**config.mk**
```make
export PLATFORM = sky130hd
export DESIGN_NAME = zbb_bitcount_unit_flat
export DESIGN_NICKNAME = d
export VERILOG_FILES = /design/src/rtl/zbb_pkg.sv /design/src/rtl/zbb_bitcount_unit_if.sv /design/src/rtl/zbb_lzc.sv /design/src/rtl/zbb_bitcount_unit.sv /design/src/flat_wrapper.sv
export SDC_FILE = /design/constraint.sdc
export NUM_CORES = 1
export LEC_CHECK = 0
export BUFFER_PORTS_ARGS = -buffer_cell sky130_fd_sc_hd__buf_4
export CAP_MARGIN = 20
export CORE_MARGIN = 4
export CORE_UTILIZATION = 50
export DETAILED_ROUTE_END_ITERATION = 10
export PLACE_DENSITY = 0.78
export SYNTH_ARGS = -nofsm -noshare
export SYNTH_HDL_FRONTEND = slang
export SYNTH_HIERARCHICAL = 1
export SYNTH_SLANG_ARGS = --single-unit
export TNS_END_PERCENT = 100
```
**constraint.sdc**
```tcl
create_clock -name clk -period 2.55 [get_ports clk]
set_clock_uncertainty 0.05 [all_clocks]
set_input_delay 0.51 -clock clk [delete_from_list [all_inputs] [get_ports clk]]
set_output_delay 0.51 -clock clk [all_outputs]
set_load 0.01 [all_outputs]
```
**src/rtl/zbb_pkg.sv**
```systemverilog
// Shared encodings and constants for the Zbb bit-count unit.
package zbb_pkg;

   typedef enum logic [1:0] {
      OP_CLZ  = 2'b00,
      OP_CTZ  = 2'b01,
      OP_CPOP = 2'b10,
      OP_RSVD = 2'b11
   } zbb_op_e;

   localparam int WORD_RANGE = 32;

endpackage

```
**src/rtl/zbb_bitcount_unit_if.sv**
```systemverilog
// Issue/writeback handshake bundle for the Zbb bit-count unit; signal suffixes are from the unit's side.
interface zbb_bitcount_unit_if #(
   parameter int XLEN  = 32,
   parameter int TAG_W = 5
);
   logic             flush_i;
   logic             in_valid_i;
   logic             in_ready_o;
   logic [1:0]       op_i;
   logic             word_i;
   logic [XLEN-1:0]  operand_i;
   logic [TAG_W-1:0] tag_i;
   logic             out_valid_o;
   logic             out_ready_i;
   logic [XLEN-1:0]  result_o;
   logic [TAG_W-1:0] tag_o;
   logic             illegal_o;

   modport master (
      output flush_i, in_valid_i, op_i, word_i, operand_i, tag_i, out_ready_i,
      input  in_ready_o, out_valid_o, result_o, tag_o, illegal_o
   );

   modport slave (
      input  flush_i, in_valid_i, op_i, word_i, operand_i, tag_i, out_ready_i,
      output in_ready_o, out_valid_o, result_o, tag_o, illegal_o
   );
endinterface

```
**src/rtl/zbb_lzc.sv**
```systemverilog
// Combinational leading-zero counter built by recursive halving; WIDTH must be a power of two.
module zbb_lzc #(
   parameter int WIDTH = 32
) (
   input  logic [WIDTH-1:0]         data_i,
   output logic [$clog2(WIDTH):0]   count_o
);
   if (WIDTH == 1) begin : g_leaf
      assign count_o = ~data_i;
   end else begin : g_split
      localparam int HALF = WIDTH / 2;
      localparam int CW   = $clog2(HALF) + 1;
      logic [CW-1:0] hi_cnt;
      logic [CW-1:0] lo_cnt;

      zbb_lzc #(.WIDTH(HALF)) u_hi (.data_i(data_i[WIDTH-1:HALF]), .count_o(hi_cnt));
      zbb_lzc #(.WIDTH(HALF)) u_lo (.data_i(data_i[HALF-1:0]),     .count_o(lo_cnt));

      // The MSB of a half count is set only when that half is all zeros.
      assign count_o = hi_cnt[CW-1] ? ((CW+1)'(HALF) + {1'b0, lo_cnt}) : {1'b0, hi_cnt};
   end
endmodule

```
**src/rtl/zbb_bitcount_unit.sv**
```systemverilog
// Two-stage CLZ/CTZ/CPOP execution unit with tag pass-through and flush.
// Popcount datapath is built only when ZBB_BITCOUNT_CPOP_EN is defined.
module zbb_bitcount_unit
   import zbb_pkg::*;
#(
   parameter int XLEN  = 32,
   parameter int TAG_W = 5
) (
   input logic                clk,
   input logic                rst,
   zbb_bitcount_unit_if.slave bus
);
   localparam int CNT_W = $clog2(XLEN) + 1;

   genvar gi;

   zbb_op_e          op_in;
   logic             s2_can_load;
   logic             in_ready;
   logic             accept;
   logic [XLEN-1:0]  rev_full;
   logic [XLEN-1:0]  word_clz_vec;
   logic [XLEN-1:0]  word_ctz_vec;
   logic [XLEN-1:0]  vec_d;
   logic             illegal_d;

   logic             s1_valid_q;
   logic             s1_illegal_q;
   logic [XLEN-1:0]  s1_vec_q;
   logic [TAG_W-1:0] s1_tag_q;

   logic             out_valid_q;
   logic [XLEN-1:0]  result_q;
   logic [TAG_W-1:0] tag_q;
   logic             illegal_q;

   logic [CNT_W-1:0] lzc_cnt;
   logic [CNT_W-1:0] count_d;
   logic [XLEN-1:0]  result_d;

   assign op_in       = zbb_op_e'(bus.op_i);
   assign s2_can_load = !out_valid_q || bus.out_ready_i;
   assign in_ready    = !bus.flush_i && (!s1_valid_q || s2_can_load);
   assign accept      = bus.in_valid_i && in_ready;

   for (gi = 0; gi < XLEN; gi++) begin : g_rev_full
      assign rev_full[gi] = bus.operand_i[XLEN-1-gi];
   end

   // Word mode pads the low half with ones so the full-width LZC saturates at 32.
   if (XLEN > WORD_RANGE) begin : g_word
      logic [WORD_RANGE-1:0] rev_word;
      for (gi = 0; gi < WORD_RANGE; gi++) begin : g_rev_word
         assign rev_word[gi] = bus.operand_i[WORD_RANGE-1-gi];
      end
      assign word_clz_vec = {bus.operand_i[WORD_RANGE-1:0], {(XLEN-WORD_RANGE){1'b1}}};
      assign word_ctz_vec = {rev_word, {(XLEN-WORD_RANGE){1'b1}}};
   end else begin : g_no_word
      assign word_clz_vec = '0;
      assign word_ctz_vec = '0;
   end

`ifdef ZBB_BITCOUNT_CPOP_EN
   logic [XLEN-1:0]  cpop_src;
   logic [CNT_W-1:0] pop_cnt;
   logic             s1_pop_q;

   assign cpop_src = bus.word_i ? XLEN'(bus.operand_i[WORD_RANGE-1:0]) : bus.operand_i;

   always_comb begin
      pop_cnt = '0;
      for (int i = 0; i < XLEN; i++) begin
         pop_cnt = pop_cnt + CNT_W'(s1_vec_q[i]);
      end
   end

   always_ff @(posedge clk or posedge rst) begin
      if (rst) begin
         s1_pop_q <= 1'b0;
      end else if (accept) begin
         s1_pop_q <= (op_in == OP_CPOP);
      end
   end

   assign count_d = s1_pop_q ? pop_cnt : lzc_cnt;
`else
   assign count_d = lzc_cnt;
`endif

   always_comb begin
      vec_d     = '0;
      illegal_d = (op_in == OP_RSVD) || (bus.word_i && (XLEN == WORD_RANGE));
`ifndef ZBB_BITCOUNT_CPOP_EN
      illegal_d = illegal_d || (op_in == OP_CPOP);
`endif
      case (op_in)
         OP_CLZ:  vec_d = bus.word_i ? word_clz_vec : bus.operand_i;
         OP_CTZ:  vec_d = bus.word_i ? word_ctz_vec : rev_full;
`ifdef ZBB_BITCOUNT_CPOP_EN
         OP_CPOP: vec_d = cpop_src;
`endif
         default: vec_d = '0;
      endcase
   end

   zbb_lzc #(.WIDTH(XLEN)) u_lzc (.data_i(s1_vec_q), .count_o(lzc_cnt));

   assign result_d = s1_illegal_q ? '0 : XLEN'(count_d);

   always_ff @(posedge clk or posedge rst) begin
      if (rst) begin
         s1_valid_q   <= 1'b0;
         s1_illegal_q <= 1'b0;
         s1_vec_q     <= '0;
         s1_tag_q     <= '0;
         out_valid_q  <= 1'b0;
         result_q     <= '0;
         tag_q        <= '0;
         illegal_q    <= 1'b0;
      end else begin
         if (bus.flush_i) begin
            s1_valid_q <= 1'b0;
         end else if (in_ready) begin
            s1_valid_q <= bus.in_valid_i;
         end
         if (accept) begin
            s1_illegal_q <= illegal_d;
            s1_vec_q     <= vec_d;
            s1_tag_q     <= bus.tag_i;
         end
         // A transfer in the flush cycle still completes; only the valids clear.
         if (bus.flush_i) begin
            out_valid_q <= 1'b0;
         end else if (s2_can_load) begin
            out_valid_q <= s1_valid_q;
            if (s1_valid_q) begin
               result_q  <= result_d;
               tag_q     <= s1_tag_q;
               illegal_q <= s1_illegal_q;
            end
         end
      end
   end

   assign bus.in_ready_o  = in_ready;
   assign bus.out_valid_o = out_valid_q;
   assign bus.result_o    = result_q;
   assign bus.tag_o       = tag_q;
   assign bus.illegal_o   = illegal_q;
endmodule
```
**src/flat_wrapper.sv**
```systemverilog
// flat-port wrapper written by rule: the top's interface ports become plain ports
module zbb_bitcount_unit_flat import zbb_pkg::*;
#(
   parameter int XLEN  = 32,
   parameter int TAG_W = 5
)
  (clk, rst, bus_flush_i, bus_in_valid_i, bus_op_i, bus_word_i, bus_operand_i, bus_tag_i, bus_out_ready_i, bus_in_ready_o, bus_out_valid_o, bus_result_o, bus_tag_o, bus_illegal_o);
  zbb_bitcount_unit_if #(.XLEN(XLEN), .TAG_W(TAG_W)) bus_i ();
  input logic clk;
  input logic rst;
  input wire logic [$bits(bus_i.flush_i)-1:0] bus_flush_i;
  input wire logic [$bits(bus_i.in_valid_i)-1:0] bus_in_valid_i;
  input wire logic [$bits(bus_i.op_i)-1:0] bus_op_i;
  input wire logic [$bits(bus_i.word_i)-1:0] bus_word_i;
  input wire logic [$bits(bus_i.operand_i)-1:0] bus_operand_i;
  input wire logic [$bits(bus_i.tag_i)-1:0] bus_tag_i;
  input wire logic [$bits(bus_i.out_ready_i)-1:0] bus_out_ready_i;
  output wire logic [$bits(bus_i.in_ready_o)-1:0] bus_in_ready_o;
  output wire logic [$bits(bus_i.out_valid_o)-1:0] bus_out_valid_o;
  output wire logic [$bits(bus_i.result_o)-1:0] bus_result_o;
  output wire logic [$bits(bus_i.tag_o)-1:0] bus_tag_o;
  output wire logic [$bits(bus_i.illegal_o)-1:0] bus_illegal_o;
  assign bus_i.flush_i = bus_flush_i;
  assign bus_i.in_valid_i = bus_in_valid_i;
  assign bus_i.op_i = bus_op_i;
  assign bus_i.word_i = bus_word_i;
  assign bus_i.operand_i = bus_operand_i;
  assign bus_i.tag_i = bus_tag_i;
  assign bus_i.out_ready_i = bus_out_ready_i;
  assign bus_in_ready_o = bus_i.in_ready_o;
  assign bus_out_valid_o = bus_i.out_valid_o;
  assign bus_result_o = bus_i.result_o;
  assign bus_tag_o = bus_i.tag_o;
  assign bus_illegal_o = bus_i.illegal_o;
  zbb_bitcount_unit #(.XLEN(XLEN), .TAG_W(TAG_W)) u_core (.clk(clk), .rst(rst), .bus(bus_i));
endmodule
```
# Yosys cells after proc, flatten, opt, wreduce, memory -nomap -nowiden

Cells that the tools add are included.

$add $sub $neg: 31
Equality and inequality tests: 3
Multiplexer cells: 39
Bitwise operators: 33
Reductions and logical operators: 13

Operators by type and width:

| cell                | number |
|---|---|
| $mux 32             | 2 |
| $pmux 32 s2         | 1 |
| $not 1->1           | 33 |
| $add 1x1->2 const A | 16 |
| $mux 2              | 16 |
| $add 2x2->3 const A | 8 |
| $mux 3              | 8 |
| $add 3x3->4 const A | 4 |
| $mux 4              | 4 |
| $mux 6              | 2 |
| $add 4x4->5 const A | 2 |
| $mux 5              | 2 |
| $add 5x5->6 const A | 1 |
| $eq 2x2->1 const B  | 2 |
| $logic_or 1x1->1    | 4 |
| $mux 1              | 4 |
| $reduce_bool 2->1   | 2 |
| $logic_not 1->1     | 3 |
| $reduce_and 3->1    | 1 |
| $eq 2x1->1 const B  | 1 |
| $logic_and 1x1->1   | 2 |
| $logic_not 2->1     | 1 |

Register bits: 78
Word-level logic and storage cells: 127

# Longest topological paths before layout

Gate-level depths: netlist of run 1.

Depth in word-level cells: 12
Gate-level depth with buffers: 8

# Cells and area by module

The synthesis of run 1 kept the hierarchy.

Modules (own cells, without submodules):

| module                                                                                       | instances | cells an instance | area an instance (sq um) | sequential area each (sq um) |
|---|---|---|---|---|
| zbb_bitcount_unit                                                                            | 1         | 223               | 2,757.6                  | 1,301.2 |
| zbb_lzc at u_core.u_lzc.g_split.u_hi.g_split.u_hi.g_split.u_hi.g_split.u_hi ...              | 16        | 2                 | 16.3                     | 0.0 |
| zbb_lzc at u_core.u_lzc.g_split.u_hi.g_split.u_hi.g_split.u_hi ...                           | 8         | 3                 | 27.5                     | 0.0 |
| zbb_lzc at u_core.u_lzc.g_split.u_hi.g_split.u_hi ...                                        | 4         | 4                 | 35.0                     | 0.0 |
| zbb_lzc at u_core.u_lzc.g_split.u_hi.g_split.u_hi.g_split.u_hi.g_split.u_hi.g_split.u_hi ... | 32        | 1                 | 3.8                      | 0.0 |
| zbb_lzc at u_core.u_lzc.g_split.u_hi ...                                                     | 2         | 5                 | 46.3                     | 0.0 |
| zbb_lzc at u_core.u_lzc                                                                      | 1         | 6                 | 57.6                     | 0.0 |

# Worst setup path after synthesis of run 1

Ideal clock, no wire load.

Kind: flip-flop to flip-flop
Start point: register u_core.s1_vec_q[2]
End point: register u_core.result_q[0], in the netlist u_core/bus.result_o[0]
Library setup time: 0.125 ns
Data arrival time: 1.961 ns
Path slack: 0.414 ns
Stages on the path, launching flop included: 9
Buffers on the path: 0
Clock period less this slack: 2.136 ns
Path through: dfrtp_1 -> inv_1 -> and2b_2 -> mux2_4 -> mux2_2 -> mux2_2 -> mux2_2 -> nor2b_1 -> mux2_2

Cells in the longest elaborated chain, start to end: 11

RTL lines:

| what                                                                                      | RTL line                 | text |
|---|---|---|
| start, declared                                                                           | zbb_bitcount_unit.sv:29  | `logic [XLEN-1:0] s1_vec_q;` |
| start signal, assigned                                                                    | zbb_bitcount_unit.sv:128 | `s1_vec_q <= vec_d;` |
| $not 1->1                                                                                 | zbb_lzc.sv:9             | `assign count_o = ~data_i;` |
| named net u_core.u_lzc.g_split.u_lo.g_split.u_lo.g_split.u_lo.g_split.u_hi.g_split.lo_cnt | zbb_lzc.sv:14            | `logic [CW-1:0] lo_cnt;` |
| $add 1x1->2                                                                               | zbb_lzc.sv:20            | `assign count_o = hi_cnt[CW-1] ? ((CW+1)'(HALF) + {1'b0, lo_cnt}) : {1'b0, hi_cnt};` |
| $mux 2                                                                                    | zbb_lzc.sv:20            |  |
| named net u_core.u_lzc.g_split.u_lo.g_split.u_lo.g_split.u_lo.g_split.hi_cnt[0]           | zbb_lzc.sv:13            | `logic [CW-1:0] hi_cnt;` |
| $mux 3                                                                                    | zbb_lzc.sv:20            |  |
| named net u_core.u_lzc.g_split.u_lo.g_split.u_lo.g_split.lo_cnt[0]                        | zbb_lzc.sv:14            |  |
| $add 3x3->4                                                                               | zbb_lzc.sv:20            |  |
| $mux 4                                                                                    | zbb_lzc.sv:20            |  |
| named net u_core.u_lzc.g_split.u_lo.g_split.lo_cnt[0]                                     | zbb_lzc.sv:14            |  |
| $add 4x4->5                                                                               | zbb_lzc.sv:20            |  |
| $mux 5                                                                                    | zbb_lzc.sv:20            |  |
| named net u_core.u_lzc.g_split.lo_cnt[0]                                                  | zbb_lzc.sv:14            |  |
| $add 5x5->6                                                                               | zbb_lzc.sv:20            |  |
| $mux 6                                                                                    | zbb_lzc.sv:20            |  |
| named net u_core.count_d[0]                                                               | zbb_bitcount_unit.sv:38  | `logic [CNT_W-1:0] count_d;` |
| $mux 6                                                                                    | zbb_bitcount_unit.sv:108 | `assign result_d = s1_illegal_q ? '0 : XLEN'(count_d);` |
| end signal, assigned                                                                      | zbb_bitcount_unit.sv:137 | `result_q <= result_d;` |
| end, declared                                                                             | zbb_bitcount_unit.sv:33  | `logic [XLEN-1:0] result_q;` |

The timed path passes the listed nets, and every way through them passes these cells.
A chain may end at the register's enable or synchronous reset.

# Final worst setup path of run 1

Same ends and word-level chain as after synthesis.

==> results.cfg, run 1 <==
[finish]
nFillCells = 599
fin_cells = 494
syn_to_final_growth_pct = 15.2
regArea_mm2 = 0.00130
nets = 442
layout-drive-gt1-share = 0.455
multi_input_area_mm2 = 0.00205
antenna_cells = 0

[floorplanning]
num_rows = 30
die_x_um = 93.4
start_util = 0.525
die-area_mm2 = 0.00873
io_pins = 85
die_h_um = 93.4
core_area_mm2 = 0.00694

[min_path]
hp-class = input port to async pin

[detailed_routing]
vias = 2359
vias_per_cell = 4.78
postRouteAntennaNets = 0
totalWireLength_um = 6550
firstDrtPassIters = 4
drc = 0
routedWlPerCell_um = 13.3
drt_iter0_markers = 63

[clocking]
postCtsSetupRepairBufs = 0
clock_sinks = 52
htreeDepth = 2
ctsResizeCount = 0
clk_pin_slew_worst_paths_ns = 0.10
cts_root_buf = clkbuf_8
worstSkewPairLatency_ns = 0.31
cts_tree = done
cts-buffers-inserted = 5
cts_buffer_depth = 2
cts_hold_buf = 0

[global_route]
overflow = 0
globalRouteTotalUtil = 0.157
antenna_found_initial = 0
grt_max_degree = 39
grt_pass1_vias = 2477
grt_pass1_wl_um = 11100

[sta]
max_slew_margin = 0.601
fmax_mhz = 443
report.final.slew_viol_count = 0
setup_ws_ns = 0.291
fin_crit_ns = 2.26
rsz0062_at_grt = false
fin_setup_tns_ns = 0
hold_viol = 0
setup_viol = 0
post-route-period-util = 0.886
worst_slew_pin_slew_ns = 0.598

[run_status]
status = finished, final reports clean

[pwr]
vdd_drop_max_mv = 0.285
p_per_area_mw_per_mm2 = 557
p_leak_uw = 0.00216

[yosys]
ys_seq_area_frac = 0.357
syn_inst = 343
synth_area_per_cell_um2 = 10.6
ys_types = 20
ys_warn_count = 6
syn-cell-area_mm2 = 0.00365
ys_ff_latch = 52

[placed_design]
dpl.hpwl_um = 5090
port-buffer-count = 58
pre_cts_slack_ns = 0.301
dpl.cell_count = 486
gp_congestion = 0.855

[worst_setup_path]
required_ns = 2.70
start_kind = flop
end_kind = flop
cp_max_fo = 3
criticalPathCategory = flop to flop
arrival_ns = 2.41
ff2ff_setup_slack_ns = 0.29

[flow_run]
drv_cap = 0
[kinds of logic after synthesis]
group	Yosys count	synth area share
and+or+nand+nor	110	0.182
muxes	108	0.351
buffers and inverters	72	0.109
DFF	52	0.357
other	1	0.00103
[cells in the mapped netlist]
cell,n,share of area
dfrtp_1,52,0.36
mux2_2,48,0.15
nor2_1,37,0.038
inv_1,33,0.034
mux2i_1,32,0.088
mux2_4,28,0.12
buf_4,26,0.053
nor2b_1,21,0.036
and2_2,16,0.033
and2b_2,16,0.038
and2_1,15,0.026
buf_2,5,0.0069
clkbuf_1,5,0.0051
buf_6,3,0.0093
and2b_1,1,0.0021
and3b_1,1,0.0024
conb_1,1,0.0010
nor3b_1,1,0.0021
or2_2,1,0.0017
or3b_4,1,0.0031
[power by group]
| part | total (uW) | internal, uW | switching [uW] |
|---|---|---|---|
| Sequential | 979 | 923 | 55.6 |
| Clock | 617 | 347 | 271 |
| Combinational | 745 | 441 | 305 |
| Total | 2340 | 1710 | 631 |
[final timing paths]
path | startpoint | depth (start not counted) | to
worst max-delay path | u_core/s1_vec_q[2] | 8 | u_core/bus.result_o[0]
worst min-delay path | rst | 2 | u_core/s1_vec_q[18]
worst max register to register | u_core/s1_vec_q[2] | 8 | u_core/bus.result_o[0]
worst min register to register | u_core/s1_vec_q[19] | 1 | u_core/s1_vec_q[19]
max in group asynchronous | rst | 3 | u_core/s1_vec_q[2]
min in group clk | bus_flush_i | 2 | u_core/bus.out_valid_o
[cell type report]
cell class                 count  area share
timing repair buffer          61       0.115
sequential                    52       0.310
clock buffer                   7      0.0229
inverter                      33      0.0295
clock inverter                 1     0.00714
tap                           96      0.0286
multi-input combinational    244       0.488
[metrics by stage]
stage	cell area, um^2	hold slack, ns	utilization	power, uW
after floorplan	3740	0.422	-	1560
final	4200	0.225	0.605	2340
after global placement	4080	0.434	0.587	1720
after detailed placement	4080	0.442	0.587	1750
after global routing	4200	0.258	0.605	2480
after CTS	4200	0.238	0.605	2360
[critical path, stage by stage, from the launching register on]
cell	delay, ns
dfrtp_1	0.41
inv_1	0.08
and2_2	0.17
mux2_4	0.30
mux2_2	0.26
mux2_2	0.26
mux2_2	0.25
nor2b_1	0.12
mux2_2	0.26
[sequential cells by signal, summed over array words and instances (netlist names)]
signal                  count
u_core/s1_illegal_q         1
u_core/bus.result_o         6
u_core/s1_tag_q             5
u_core/bus.illegal_o        1
u_core/s1_vec_q            32
u_core/bus.out_valid_o      1
u_core/s1_valid_q           1
u_core/bus.tag_o            5
[cells in the final DEF, fill, tap and decap left out, types with 2 or more instances in the layout]
master	netlist	final
and2_1	15	15
and2_2	16	16
and2b_2	16	16
buf_12	0	2
buf_4	26	59
clkbuf_8	0	7
conb_1	1	26
dfrtp_1	52	52
inv_1	33	32
mux2_2	48	48
mux2_4	28	28
mux2i_1	32	32
nor2_1	37	37
nor2b_1	21	21
[metal layers]
metal / vias up / track usage / wire (um)
met5: - / 0 / 0
met4: 0 / 0.0330 / 53
met3: 6 / 0.0322 / 314
met1: 1139 / 0.197 / 2890
li1: 1158 / - / -
met2: 56 / 0.279 / 3290
Note: power is estimated with default switching activity, not from simulation.
==> run 2: changes to the inputs <==
--- a/config.mk
+++ b/config.mk
@@ -8,9 +8,11 @@
 export BUFFER_PORTS_ARGS = -buffer_cell sky130_fd_sc_hd__buf_4
 export CAP_MARGIN = 20
 export CORE_MARGIN = 4
-export CORE_UTILIZATION = 50
+export CORE_UTILIZATION = 49
+export CTS_CLUSTER_SIZE = 20
 export DETAILED_ROUTE_END_ITERATION = 10
-export PLACE_DENSITY = 0.78
+export PLACE_DENSITY = 0.8
+export REMOVE_ABC_BUFFERS = 1
 export SYNTH_ARGS = -nofsm -noshare
 export SYNTH_HDL_FRONTEND = slang
 export SYNTH_HIERARCHICAL = 1
==> constraint.sdc (replaced) <==
create_clock -name clk -period 1.96 [get_ports clk]
set_clock_uncertainty 0.05 [all_clocks]
set_input_delay 0.392 -clock clk [delete_from_list [all_inputs] [get_ports clk]]
set_output_delay 0.392 -clock clk [all_outputs]
set_load 0.01 [all_outputs]
==> run 2 against run 1 <==
Combinational power is 56% higher. The flow now finishes with violations (setup timing). Design area is 4.7% higher. Highest routed layer unchanged. Final cell count is 4.7% higher. Clock-buffer cell count is 2 lower. Via count is 3.1% higher. First-iteration DRC count is 30% higher. Largest power group unchanged. Clock power is 6.5% higher. Sequential share of layout area is 1.4 points lower. Largest cell class unchanged.
==> results.cfg, run 2 (synthesis results as in run 1) <==
[detailed_routing]
drt_iter0_markers = 82
vias = 2431
routedWlPerCell_um = 13.2
drc = 0
postRouteAntennaNets = 0
firstDrtPassIters = 3
vias_per_cell = 4.70
totalWireLength_um = 6830

[clocking]
htreeDepth = 2
cts_hold_buf = 0
cts_buffer_depth = 2
cts_root_buf = clkbuf_8
worstSkewPairLatency_ns = 0.32
clock_sinks = 52
cts_tree = done
clk_pin_slew_worst_paths_ns = 0.11
cts-buffers-inserted = 5

[placed_design]
port-buffer-count = 58
gp_congestion = 0.785
pre_cts_slack_ns = -0.282
dpl.hpwl_um = 5050

[worst_setup_path]
crit_top_cell = mux2_4
cp_num_cells = 8
cp.buffers_inverters = 1
start_kind = flop
cp_max_fo = 2
criticalPathCategory = flop to flop
critPathTopFamily = multiplexers
cp-startpoint = u_core/s1_vec_q[28]
required_ns = 2.12
slowest_stage = dfrtp_1
cp_slowest_stage_delay_ns = 0.40
arrival_ns = 2.44
crit_chain = inv_1 > and2b_2 > mux2_4 > mux2_4 > mux2_4 > mux2_2 > nor2b_1 > mux2_2
end_kind = flop
rr_startpoint = u_core/s1_vec_q[28]
r2r_cells = 8

[pwr]
p_leak_uw = 0.00231
vdd_drop_max_mv = 0.284
p_per_area_mw_per_mm2 = 704
power_uw = 3100

[finish]
regMostFlops = u_core/s1_vec_q
syn_to_final_growth_pct = 20.6
antenna_cells = 0
final_cell_mix = buf_4 (79), dfrtp_1 (52), mux2_4 (38), mux2_2 (38), nor2_1 (37)
layout-drive-gt1-share = 0.524
post-route-util = 0.607
nets = 462
largest_reg_flops = 32
final_common_cell = buf_4

[sta]
setup_ws_ns = -0.317
worst_slew_pin_slew_ns = 0.739
post-route-period-util = 1.16
fin_setup_tns_ns = -0.735
fin_crit_ns = 2.28
hold_ws_ns = 0.0320
max_slew_margin = 0.507
report.final.slew_viol_count = 0
setup_viol = 4
hold_viol = 0
rsz0062_at_grt = true
fmax_mhz = 439

[global_route]
antenna_found_initial = 0
grt_max_degree = 39
globalRouteTotalUtil = 0.160
grt_pass1_vias = 2452
grt_pass1_wl_um = 11100
overflow = 0

[flow_run]
drv_cap = 0

[floorplanning]
num_rows = 31
die-area_mm2 = 0.00889
die_x_um = 94.3
die_h_um = 94.3
core_area_mm2 = 0.00725
start_util = 0.503
io_pins = 85

[min_path]
hp-class = input port to async pin

[run_status]
status = finished, violations left
violations = setup timing
## run 2: worst paths after layout
path | end | slack [ns]
max | u_core/bus.result_o[0] | -0.32
min | u_core/s1_illegal_q | 0.03
max reg2reg | u_core/bus.result_o[0] | -0.32
min reg2reg | u_core/s1_vec_q[16] | 0.46
max in group asynchronous | u_core/s1_vec_q[15] | 1.30
min in group clk | u_core/bus.out_valid_o | 0.21
## run 2: power breakdown
| part | internal, uW | total, uW | switching (uW) |
|---|---|---|---|
| registers | 1200 | 1280 | 78.7 |
| logic | 725 | 1160 | 439 |
| clock network | 261 | 657 | 395 |
| total | 2190 | 3100 | 913 |
## run 2: worst register-to-register path: cells and delay by family, from the launching register on
family        cells  cell delay, ns
flops             1            0.40
mux               5            1.31
buf+inv           1            0.07
simple gates      2            0.34
## run 2: final cells by class
| class | instances | area (um^2) |
|---|---|---|
| Timing Repair Buffer | 81 | 633 |
| Clock buffer | 5 | 68.8 |
| Clock inverter | 3 | 25.0 |
| Inverter | 33 | 124 |
| Fill cell | 616 | 2850 |
| Multi-Input combinational cell | 244 | 2120 |
| Tap cell | 99 | 124 |
| Sequential cell | 52 | 1300 |
## run 2: what timing repair did
item | 4_1_cts | 5_1_grt
resized for setup | 14 | 22
setup buffers | 4 | 4
pin swaps | 1 | 6
endpoints found under the setup margin | 6 | 6
## run 2: per-layer routing
| layer | share of wire | wire, um | GRT usage |
|---|---|---|---|
| met1 | 0.45 | 3080 | 0.199 |
| met2 | 0.49 | 3350 | 0.273 |
| met3 | 0.047 | 323 | 0.0433 |
| met4 | 0.011 | 76 | 0.0433 |
| met5 | 0 | 0 | 0 |
## run 2: stage by stage
step           area [um^2]  instances
2_1_floorplan         3470        329
3_3_place_gp          4170        501
3_5_place_dp          4170        501
4_1_cts               4330        513
5_1_grt               4400        517
6_report              4400        517
==> run 3: changes to the inputs <==
--- a/config.mk
+++ b/config.mk
@@ -11,7 +11,7 @@
 export CORE_UTILIZATION = 49
 export CTS_CLUSTER_SIZE = 20
 export DETAILED_ROUTE_END_ITERATION = 10
-export PLACE_DENSITY = 0.8
+export PLACE_DENSITY = 0.77
 export REMOVE_ABC_BUFFERS = 1
 export SYNTH_ARGS = -nofsm -noshare
 export SYNTH_HDL_FRONTEND = slang
==> run 3 against run 2 <==
The run still ends with setup timing left. Clock-buffer cell count is the same. Register-to-register slack is essentially flat. Routed wire length shrank 2.4%. Combinational power is essentially flat. Sequential share of layout area shrank 0.13 points. First-iteration DRC count shrank 26%. Die area is the same. Critical path depth is the same. Largest cell class unchanged.
==> results.cfg, run 3 (synthesis results as in run 1) <==
[worst_setup_path]
start_kind = flop
criticalPathCategory = flop to flop
end_kind = flop
rr_startpoint = u_core/s1_vec_q[6]
required_ns = 2.11
r2r_cells = 8
rr_endpoint = u_core/bus.result_o[0]
ff2ff_setup_slack_ns = -0.31
cp_max_fo = 2
arrival_ns = 2.42

[global_route]
globalRouteTotalUtil = 0.153
grt_pass1_vias = 2424
grt_max_degree = 39
grt_pass1_wl_um = 10800
overflow = 0
antenna_found_initial = 0

[min_path]
hp-class = input port to async pin

[pwr]
seq_power_share = 0.423
netSwitchingFraction = 0.286
clockPowerShare = 0.202
comb_power_share = 0.375
internal_power_uw = 2160
vdd_drop_max_mv = 0.324
p_leak_uw = 0.00233
p_per_area_mw_per_mm2 = 685
p_switching_uw = 867

[clocking]
cts-buffers-inserted = 5
cts_buffer_depth = 2
clock_sinks = 52
cts_root_buf = clkbuf_8
worstSkewPairLatency_ns = 0.31
clk_pin_slew_worst_paths_ns = 0.10
htreeDepth = 2
cts_tree = done

[run_status]
status = finished, violations left
violations = setup timing

[finish]
largest_reg_flops = 32
post-route-util = 0.609
nets = 469
antenna_cells = 0
regMostFlops = u_core/s1_vec_q
syn_to_final_growth_pct = 21.2
stdcell_area_mm2 = 0.00442
final_cell_mix = buf_4 (88), dfrtp_1 (52), mux2_4 (39), nor2_1 (37), mux2_2 (37)
layout-drive-gt1-share = 0.534
fin_cells = 524
final_common_cell = buf_4

[floorplanning]
core_area_mm2 = 0.00725
num_rows = 31
die_x_um = 94.3
start_util = 0.503
die-area_mm2 = 0.00889
die_h_um = 94.3
io_pins = 85

[detailed_routing]
drt_iter0_markers = 61
routedWlPerCell_um = 12.7
vias_per_cell = 4.71
postRouteAntennaNets = 0
totalWireLength_um = 6670
vias = 2469
drc = 0
firstDrtPassIters = 4

[sta]
max_slew_margin = 0.508
fmax_mhz = 441
setup_viol = 6
hold_viol = 0
report.final.slew_viol_count = 0
post-route-period-util = 1.16
setup_ws_ns = -0.310
worst_slew_pin_slew_ns = 0.738
rsz0062_at_grt = true
fin_crit_ns = 2.27
fin_setup_tns_ns = -0.964

[placed_design]
gp_congestion = 0.772
dpl.cell_count = 505
port-buffer-count = 58
dpl.hpwl_um = 4910
placed_area_mm2 = 0.00418
pre_cts_slack_ns = -0.284

[flow_run]
drv_cap = 0
## run 3: final cells by class
cell class,count,area (um^2)
clock inverter,3,21.3
inverter,33,124
clock buffer,5,68.8
multi-input combinational,244,2120
fill,619,2830
sequential,52,1300
tap,99,124
timing repair buffer,88,661
## run 3: how the worst max path moves through the flow
stage | start | endpoint | slack (ns)
floorplan | u_core/s1_vec_q[2] | u_core/bus.result_o[0] | -0.18
global placement | u_core/s1_vec_q[2] | u_core/bus.result_o[0] | -0.26
detailed placement | u_core/s1_vec_q[2] | u_core/bus.result_o[0] | -0.28
CTS | u_core/s1_vec_q[6] | u_core/bus.result_o[0] | -0.30
global route | u_core/s1_vec_q[22] | u_core/bus.result_o[0] | -0.35
finish | u_core/s1_vec_q[6] | u_core/bus.result_o[0] | -0.31
## run 3: critical path, cell delays in order, from the launching register on
cell and delay, ns:
dfrtp_1 0.40, inv_2 0.06, and2b_2 0.21, mux2_4 0.26, mux2_4 0.27, mux2_4 0.26
mux2_4 0.26, nor2b_4 0.12, mux2_4 0.26
## run 3: per-layer routing
metal,track usage,part of all wire,up-vias
met2,0.267,0.51,55
li1,-,-,1213
met1,0.191,0.43,1195
met4,0.0493,0.012,0
met3,0.0256,0.048,6
met5,0,0,-
## run 3: metrics by stage
step / power [uW] / hold slack, ns
5_1_grt: 3230 / 0.0570
2_1_floorplan: 1960 / 0.408
4_1_cts: 2970 / 0.0481
6_report: 3030 / 0.0390
3_3_place_gp: 2290 / 0.381
3_5_place_dp: 2330 / 0.387
## run 3: repair_timing
| action | CTS | global route |
|---|---|---|
| buffers inserted | 1 | 10 |
| hold buffers | 0 | 0 |
| pin swaps | 0 | 2 |
| gates cloned | 0 | 0 |
| endpoints found under the setup margin | 6 | 6 |
| gates resized for setup | 8 | 29 |
| endpoints found under the hold margin | 0 | 0 |
## run 3: power by group through the flow
stage | clock [uW] | combinational [uW] | sequential [uW]
4_1_cts | 632 | 1060 | 1280
5_1_grt | 688 | 1240 | 1300
3_5_place_dp | 0 | 1030 | 1300
3_3_place_gp | 0 | 1000 | 1290
6_report | 612 | 1140 | 1280
2_1_floorplan | 0 | 657 | 1300
